$ cat src/rtl/iter_alu_calc.sv
// Registered calculator datapath: single-cycle logic/add/sub plus iterative signed MUL/DIV.
// Start is taken in IDLE or DONE; results and flags are held until the next done pulse.
module iter_alu_calc #(
    parameter int WIDTH = 8,
    parameter int CNT_W = $clog2(WIDTH + 1)
) (
    input  logic             clk,
    input  logic             reset_n,
    input  logic             start,
    input  logic [2:0]       op,
    input  logic [WIDTH-1:0] a,
    input  logic [WIDTH-1:0] b,
    output logic             busy,
    output logic             done,
    output logic [WIDTH-1:0] result,
    output logic             overflow,
    output logic             div_zero
);

    typedef enum logic [1:0] {StIdle, StCalc, StDone} state_e;

    state_e             state_q;
    logic [CNT_W-1:0]   cnt_q;
    logic               is_div_q;
    logic               neg_q;
    logic [2*WIDTH-1:0] acc_q;
    logic [2*WIDTH-1:0] mcand_q;
    // Multiplier bits for MUL; dividend shifting out / quotient shifting in for DIV.
    logic [WIDTH-1:0]   mplier_q;
    logic [WIDTH-1:0]   divisor_q;
    logic [WIDTH-1:0]   rem_q;

    logic [WIDTH-1:0]   a_mag, b_mag, sum, dif;
    logic [WIDTH-1:0]   quick_res;
    logic               quick_ovf;
    logic [2*WIDTH-1:0] acc_nx, prod;
    logic [WIDTH:0]     rem_sh;
    logic               quo_bit;
    logic [WIDTH-1:0]   rem_nx, quo_nx, quo_res;
    logic               mul_ovf, div_ovf;

    always_comb begin
        a_mag = a[WIDTH-1] ? -a : a;
        b_mag = b[WIDTH-1] ? -b : b;
        sum   = a + b;
        dif   = a - b;
        quick_res = '0;
        quick_ovf = 1'b0;
        unique case (op)
            3'd0: begin
                quick_res = sum;
                quick_ovf = (a[WIDTH-1] == b[WIDTH-1]) && (sum[WIDTH-1] != a[WIDTH-1]);
            end
            3'd1: begin
                quick_res = dif;
                quick_ovf = (a[WIDTH-1] != b[WIDTH-1]) && (dif[WIDTH-1] != a[WIDTH-1]);
            end
            3'd2:    quick_res = a & b;
            3'd3:    quick_res = a | b;
            3'd4:    quick_res = a ^ b;
            3'd5:    quick_res = ~a;
            default: quick_res = '0;
        endcase
    end

    // One shift-add step and one restoring-division step; final sign fix-up from the step output.
    always_comb begin
        acc_nx  = mplier_q[0] ? acc_q + mcand_q : acc_q;
        prod    = neg_q ? -acc_nx : acc_nx;
        mul_ovf = !((&prod[2*WIDTH-1:WIDTH-1]) || !(|prod[2*WIDTH-1:WIDTH-1]));
        rem_sh  = {rem_q, mplier_q[WIDTH-1]};
        quo_bit = rem_sh >= {1'b0, divisor_q};
        rem_nx  = quo_bit ? WIDTH'(rem_sh - {1'b0, divisor_q}) : rem_sh[WIDTH-1:0];
        quo_nx  = {mplier_q[WIDTH-2:0], quo_bit};
        quo_res = neg_q ? -quo_nx : quo_nx;
        // Only MIN / -1 yields a positive quotient magnitude of 2^(WIDTH-1).
        div_ovf = !neg_q && quo_nx[WIDTH-1];
    end

    always_ff @(posedge clk) begin
        if (!reset_n) begin
            state_q   <= StIdle;
            busy      <= 1'b0;
            done      <= 1'b0;
            result    <= '0;
            overflow  <= 1'b0;
            div_zero  <= 1'b0;
            cnt_q     <= '0;
            is_div_q  <= 1'b0;
            neg_q     <= 1'b0;
            acc_q     <= '0;
            mcand_q   <= '0;
            mplier_q  <= '0;
            divisor_q <= '0;
            rem_q     <= '0;
        end else begin
            case (state_q)
                StIdle, StDone: begin
                    done    <= 1'b0;
                    state_q <= StIdle;
                    if (start) begin
                        if (op < 3'd6) begin
                            result   <= quick_res;
                            overflow <= quick_ovf;
                            div_zero <= 1'b0;
                            done     <= 1'b1;
                            state_q  <= StDone;
                        end else if (op == 3'd7 && b == '0) begin
                            result   <= '0;
                            overflow <= 1'b0;
                            div_zero <= 1'b1;
                            done     <= 1'b1;
                            state_q  <= StDone;
                        end else begin
                            state_q   <= StCalc;
                            busy      <= 1'b1;
                            cnt_q     <= CNT_W'(WIDTH);
                            is_div_q  <= op[0];
                            neg_q     <= a[WIDTH-1] ^ b[WIDTH-1];
                            acc_q     <= '0;
                            mcand_q   <= {{WIDTH{1'b0}}, a_mag};
                            mplier_q  <= op[0] ? a_mag : b_mag;
                            divisor_q <= b_mag;
                            rem_q     <= '0;
                        end
                    end
                end
                StCalc: begin
                    acc_q    <= acc_nx;
                    mcand_q  <= mcand_q << 1;
                    mplier_q <= is_div_q ? quo_nx : (mplier_q >> 1);
                    rem_q    <= rem_nx;
                    cnt_q    <= cnt_q - 1'b1;
                    if (cnt_q == CNT_W'(1)) begin
                        state_q  <= StDone;
                        busy     <= 1'b0;
                        done     <= 1'b1;
                        div_zero <= 1'b0;
                        result   <= is_div_q ? quo_res : prod[WIDTH-1:0];
                        overflow <= is_div_q ? div_ovf : mul_ovf;
                    end
                end
                default: state_q <= StIdle;
            endcase
        end
    end

endmodule

$ cat config.mk
export PLATFORM = sky130hd
export DESIGN_NAME = iter_alu_calc
export DESIGN_NICKNAME = d
export VERILOG_FILES = /design/src/rtl/iter_alu_calc.sv
export SDC_FILE = /design/constraint.sdc
export NUM_CORES = 1
export LEC_CHECK = 0
export ABC_AREA = 1
export BUFFER_PORTS_ARGS = -buffer_cell sky130_fd_sc_hd__buf_2
export CORE_MARGIN = 5
export CORE_UTILIZATION = 55
export DETAILED_ROUTE_END_ITERATION = 10
export GPL_ROUTABILITY_DRIVEN = 0
export PLACE_DENSITY = 0.77
export RECOVER_POWER = 100
export SLEW_MARGIN = 15
export SYNTH_ARGS = -nofsm -noshare
export SYNTH_HDL_FRONTEND = slang
export SYNTH_SLANG_ARGS = --single-unit
$ cat constraint.sdc
create_clock -name clk -period 7.4 [get_ports clk]
set_input_delay 0.37 -clock clk [delete_from_list [all_inputs] [get_ports clk]]
set_output_delay 0.37 -clock clk [all_outputs]
set_load 0.1 [all_outputs]
Word-level counts from Yosys, hierarchy flattened:

Cells that the tools add are included.

* bits in registers: 76
* input bits: 22
* output and inout bits: 12
* word-level logic and storage cells: 131

* $add $sub $neg: 9
* order comparisons: 2
* eq/ne operators: 18
* multiplexer cells: 61
* bitwise logic cells: 7
* reductions and logical operators: 20

Operators by type and width (number)
* $mux 8: 17
* $mux 16: 8
* $pmux 16 s2: 2
* $pmux 8 s2: 3
* $pmux 8 s6: 1
* $neg 8->8: 3
* $add 16x16->16: 1
* $mux 1: 16
* $neg 16->16: 1
* $sub 8x8->8: 2
* $mux 4: 3
* $reduce_and 4->1: 3
* $pmux 1 s2: 5
* $eq 3x3->1 const B: 3
* $ge 9x8->1: 1
* $reduce_and 9->1: 1
* $reduce_or 9->1: 1
* $add 8x8->8: 1
* $and 8x8->8: 1
* $logic_not 8->1: 1
* $mux 2: 4
* $ne 2x2->1 const B: 4
* $not 8->8: 1
* $or 8x8->8: 1
* 24 further kinds: 33

Longest topological paths before layout:

* depth after elaboration: 11
* mapped depth: 24
* depth with buffers taken out: 24

Worst setup path before layout:

No wires, ideal clock.

* kind: flip-flop to flip-flop
* from: register acc_q[0]
* to: register overflow
* library setup time: 0.131 ns
* arrival time: 2.568 ns
* data required time: 7.269 ns
* slack: 4.701 ns
* cell stages (with the launch flop): 20
* buffers on the path: 0
* period minus slack after synthesis: 2.699 ns
* cells stage by stage: dfxtp_1 ha_1 fa_1 o21ai_2 ha_1 inv_1 nor2_1 nand3_2 nor2_4 nand2_4 o21ai_4 nand2_1 nand2_1 nand2_1 nor3_1 nand3_1 nand3_1 nand2_1 nand2_1 a21oi_2

* cells in the longest elaborated chain, start to end: 11
* elaborated cells between the ends (all ways): 12
* classes of those cells: 2 x add/sub; 5 x mux; 5 x reduce/logical

RTL lines
* start: declaration: RTL line 26 `logic [2*WIDTH-1:0] acc_q;`
* start signal: assignment: RTL line 129 `acc_q <= acc_nx;`
* $add 16x16->16: RTL line 68 `acc_nx = mplier_q[0] ? acc_q + mcand_q : acc_q;`
* $mux 16 (*): RTL line 68
* $neg 16->16: RTL line 69 `prod = neg_q ? -acc_nx : acc_nx;`
* $mux 16 (*): RTL line 69
* $reduce_or 9->1: RTL line 70 `mul_ovf = !((&prod[2*WIDTH-1:WIDTH-1]) || !(|prod[2*WIDTH-1:WIDTH-1]));`
* $logic_not 1->1: RTL line 70
* $logic_or 1x1->1 (*): RTL line 70
* $logic_not 1->1 (*): RTL line 70
* $mux 1 (*): RTL line 140 `overflow <= is_div_q ? div_ovf : mul_ovf;`
* $mux 1 (*): RTL line 134 `if (cnt_q == CNT_W'(1)) begin`
* $pmux 1 s2 (*): RTL line 97 `case (state_q)`
* end signal: assignment: RTL line 104 `overflow <= quick_ovf;`
* end signal: assignment: RTL line 140
* end: declaration: RTL line 16 `output logic overflow,`

Mark *: on every way between the ends. The rest lies on a longest branch, timed or not. The select of a mux whose other input is x is not followed.
A chain may end at the register's enable or synchronous reset.

Worst setup path in the final report:

* from: input port b[1]
* to: register mcand_q[5]

* cells in the longest elaborated chain, start to end: 4

RTL lines
* start: declaration: RTL line 12 `input logic [WIDTH-1:0] b,`
* $logic_not 8->1: RTL line 108 `end else if (op == 3'd7 && b == '0) begin`
* $logic_and 1x1->1: RTL line 108
* $ne 2x2->1 (no line)
* $reduce_and 4->1 (no line)
* end signal: assignment: RTL line 121 `mcand_q <= {{WIDTH{1'b0}}, a_mag};`
* end signal: assignment: RTL line 130 `mcand_q <= mcand_q << 1;`
* end: declaration: RTL line 27 `logic [2*WIDTH-1:0] mcand_q;`

No other way between the ends.

==> out/metrics.csv <==
metric,value,unit
post-CTS setup buffers,0,
LEAKAGE,3.45,nW
top_reg_cell synth,dfxtp_1,
synthesized area,6780,um^2
fin crit share,62.2,%
Slew HR,-26.5,%
most frequent cell after synthesis,nand2_1,
Post-synth top cells,"nand2_1, inv_1, a21oi_1, nand3_1, dfxtp_1",
top post-synthesis cells by area,"dfxtp_1, nand2_1, ha_1",
count of cell types in the netlist,48,
ys async rst share,0,%
Synth top area share,22.4,%
post-layout net count,1182,
CP Cell Sequence,clkbuf_1 -> inv_1 -> ha_1 -> inv_1 -> nor4_1 -> inv_1 -> o41ai_1 -> nor3_1 -> nor2_2 -> clkbuf_1 -> inv_1 -> o221ai_1 -> a21oi_1,
share of layout cells above drive strength 1,8.84,%
DRC viols,0,
crit-path max cell delay,1.37,ns
post_cts resized,0,
startpoint types,input port,
DIE AREA,14700,um^2
Num CTS Buffers,9,
CP Capture Type,register,
synth warn,0,
PwrDens,172,nW/um^2
Die Y,121,um
WS Path Type,in -> reg,
minimum clock period,4.60,ns
DR vias/cell,5.55,
#FFs+latches synth,76,
Core ar.,12100,um^2
Initial DRC Count,547,
htree depth,3,
Die X,121,um
Max Cap Viol,2,
pre-CTS WS,4.29,ns
crit path max fanout,43,
placed wire-length estimate,14100,um
initial antenna violation count,0,
Final setup viols,0,
DRT antenna net count,0,
DRT Pass-1 Iters,5,
WP data required,7.54,ns
Final Skew,0.00645,ns
vias post-DR,7093,
GRT Total Usage,25.9,%
first-pass GRT wire length,31200,um
routed len/inst,14.5,um
CTS tree,yes,
crit-path most repeated cell,inv_1,
Clock Path Buffers,2,
vias in the first global route,6624,
failing checks,"capacitance limit, slew limit",
Total Routed Length,18600,um
Synth area leader,dfxtp_1,
port bufs,33,
Setup TNS Final,0,ns
unrepaired setup endpoints after global routing,no,
Worst-Margin Slew,1.90,ns
Starting Density,56.2,%
"Arr. time, crit path",4.74,ns
"EDFF count, synth",0,
Gate Count Post-Synth,1092,
pin count of the biggest net entering global routing,49,
slowest CP cell,clkbuf_1,
worst-skew pair later-pin latency,0.34,ns
setup ws final,2.80,ns
antenna cells,0,
Syn Nets,1170,
Clock transition at path regs,0.06,ns
CTS root buf,clkbuf_16,
CTS Hold Buffers Added,0,
f_max,217,MHz
Worst VDD drop,0.0945,mV
status,"finished, violations left",
hold slack,0.351,ns
Ports,34,
Min-Delay Path Class,in -> reg,
CTS sink count,76,
FP Rows,40,
P&R area growth vs syn,7.71,%
Syn Area/Cell,6.21,um^2
total global routing overflow,0,
final-report hold violation count,0,
"Seq/Total Area, Yosys",22.4,%
Max Slew Vio Count,63,
==> state kept, by name (all words and copies together), names as in the netlist <==
register / cells
acc_q: 16
busy: 1
cnt_q: 4
div_zero: 1
divisor_q: 8
done: 1
is_div_q: 1
mcand_q: 16
mplier_q: 8
neg_q: 1
overflow: 1
rem_q: 8
result: 8
state_q: 2
==> cell type report <==
cell class | instances | area (um^2)
well taps | 168 | 210
flip-flops and latches | 76 | 1520
clock buffers | 11 | 243
clock inverters | 5 | 61.3
inverters | 143 | 537
fillers | 1212 | 4750
multi-input cells | 836 | 4560
repair buffers | 38 | 179
==> per-stage QoR <==
stage | cells | cell area [um^2] | util, % | power, W
after floorplan | 1092 | 6780 | - | 0.000733
after detailed placement | 1261 | 7060 | 58.5 | 0.000816
after global placement | 1261 | 7060 | 58.5 | 0.000812
after global routing | 1277 | 7310 | 60.6 | 0.00132
final | 1277 | 7310 | 60.6 | 0.00125
after CTS | 1277 | 7360 | 61.0 | 0.00126
==> final timing paths <==
path,end,cells after the start,slack (ns),start
worst max-delay path,mcand_q[5],13,2.80,b[1]
worst min-delay path,done,3,0.35,start
worst max register to register,cnt_q[2],7,3.49,state_q[0]
worst min register to register,div_zero,2,0.47,div_zero
==> power by group <==
| group | internal [W] | switching [W] |
|---|---|---|
| clock network | 0.000271 | 0.000174 |
| logic | 0.000108 | 0.000255 |
| registers | 0.000429 | 0.0000173 |
| total | 0.000809 | 0.000446 |
==> metal layers <==
metal	global-route usage [%]	vias to the layer above	share of wire [%]
li1	-	3643	-
met1	33.9	3209	45
met2	44.1	210	47
met3	3.40	31	5.6
met4	8.14	0	2.0
met5	0	-	0
==> cells in the final DEF, fill, tap and decap left out, types with 4 or more instances in the layout <==
master / count
buf_2: 20
o21ai_0: 68
nor4_1: 4
nand3_2: 7
fa_1: 4
a21oi_1: 112
inv_2: 12
o211ai_1: 7
nor3_1: 15
nand3_1: 83
nor2_1: 62
or2_2: 12
nand4_1: 14
clkbuf_16: 9
nand2_1: 296
o31ai_1: 4
a221oi_1: 7
inv_1: 129
xor2_1: 17
o21bai_1: 6
ha_1: 52
clkbuf_1: 16
a31oi_1: 10
nand2_2: 16
nor2_4: 5
dfxtp_1: 76
o22ai_1: 8
==> cell families (layout without fill, tap and decap cells) <==
group / count (synthesis) / count (layout) / share of synthesized area [%]
xor+xnor: 19 / 19 / 2.45
buf+inv: 180 / 197 / 10.1
simple gates: 520 / 520 / 33.9
flops: 76 / 76 / 22.4
compound gates: 241 / 241 / 20.3
fa+ha+maj: 56 / 56 / 10.8
==> critical path, delay by kind of cell <==
family / cells / cell delay, ns
and+or+nand+nor: 3 / 0.73
buffers and inverters: 6 / 2.61
AOI/OAI and AO/OA: 3 / 0.79
adders and majority gates: 1 / 0.21
Power figures use the tool's default switching activity.
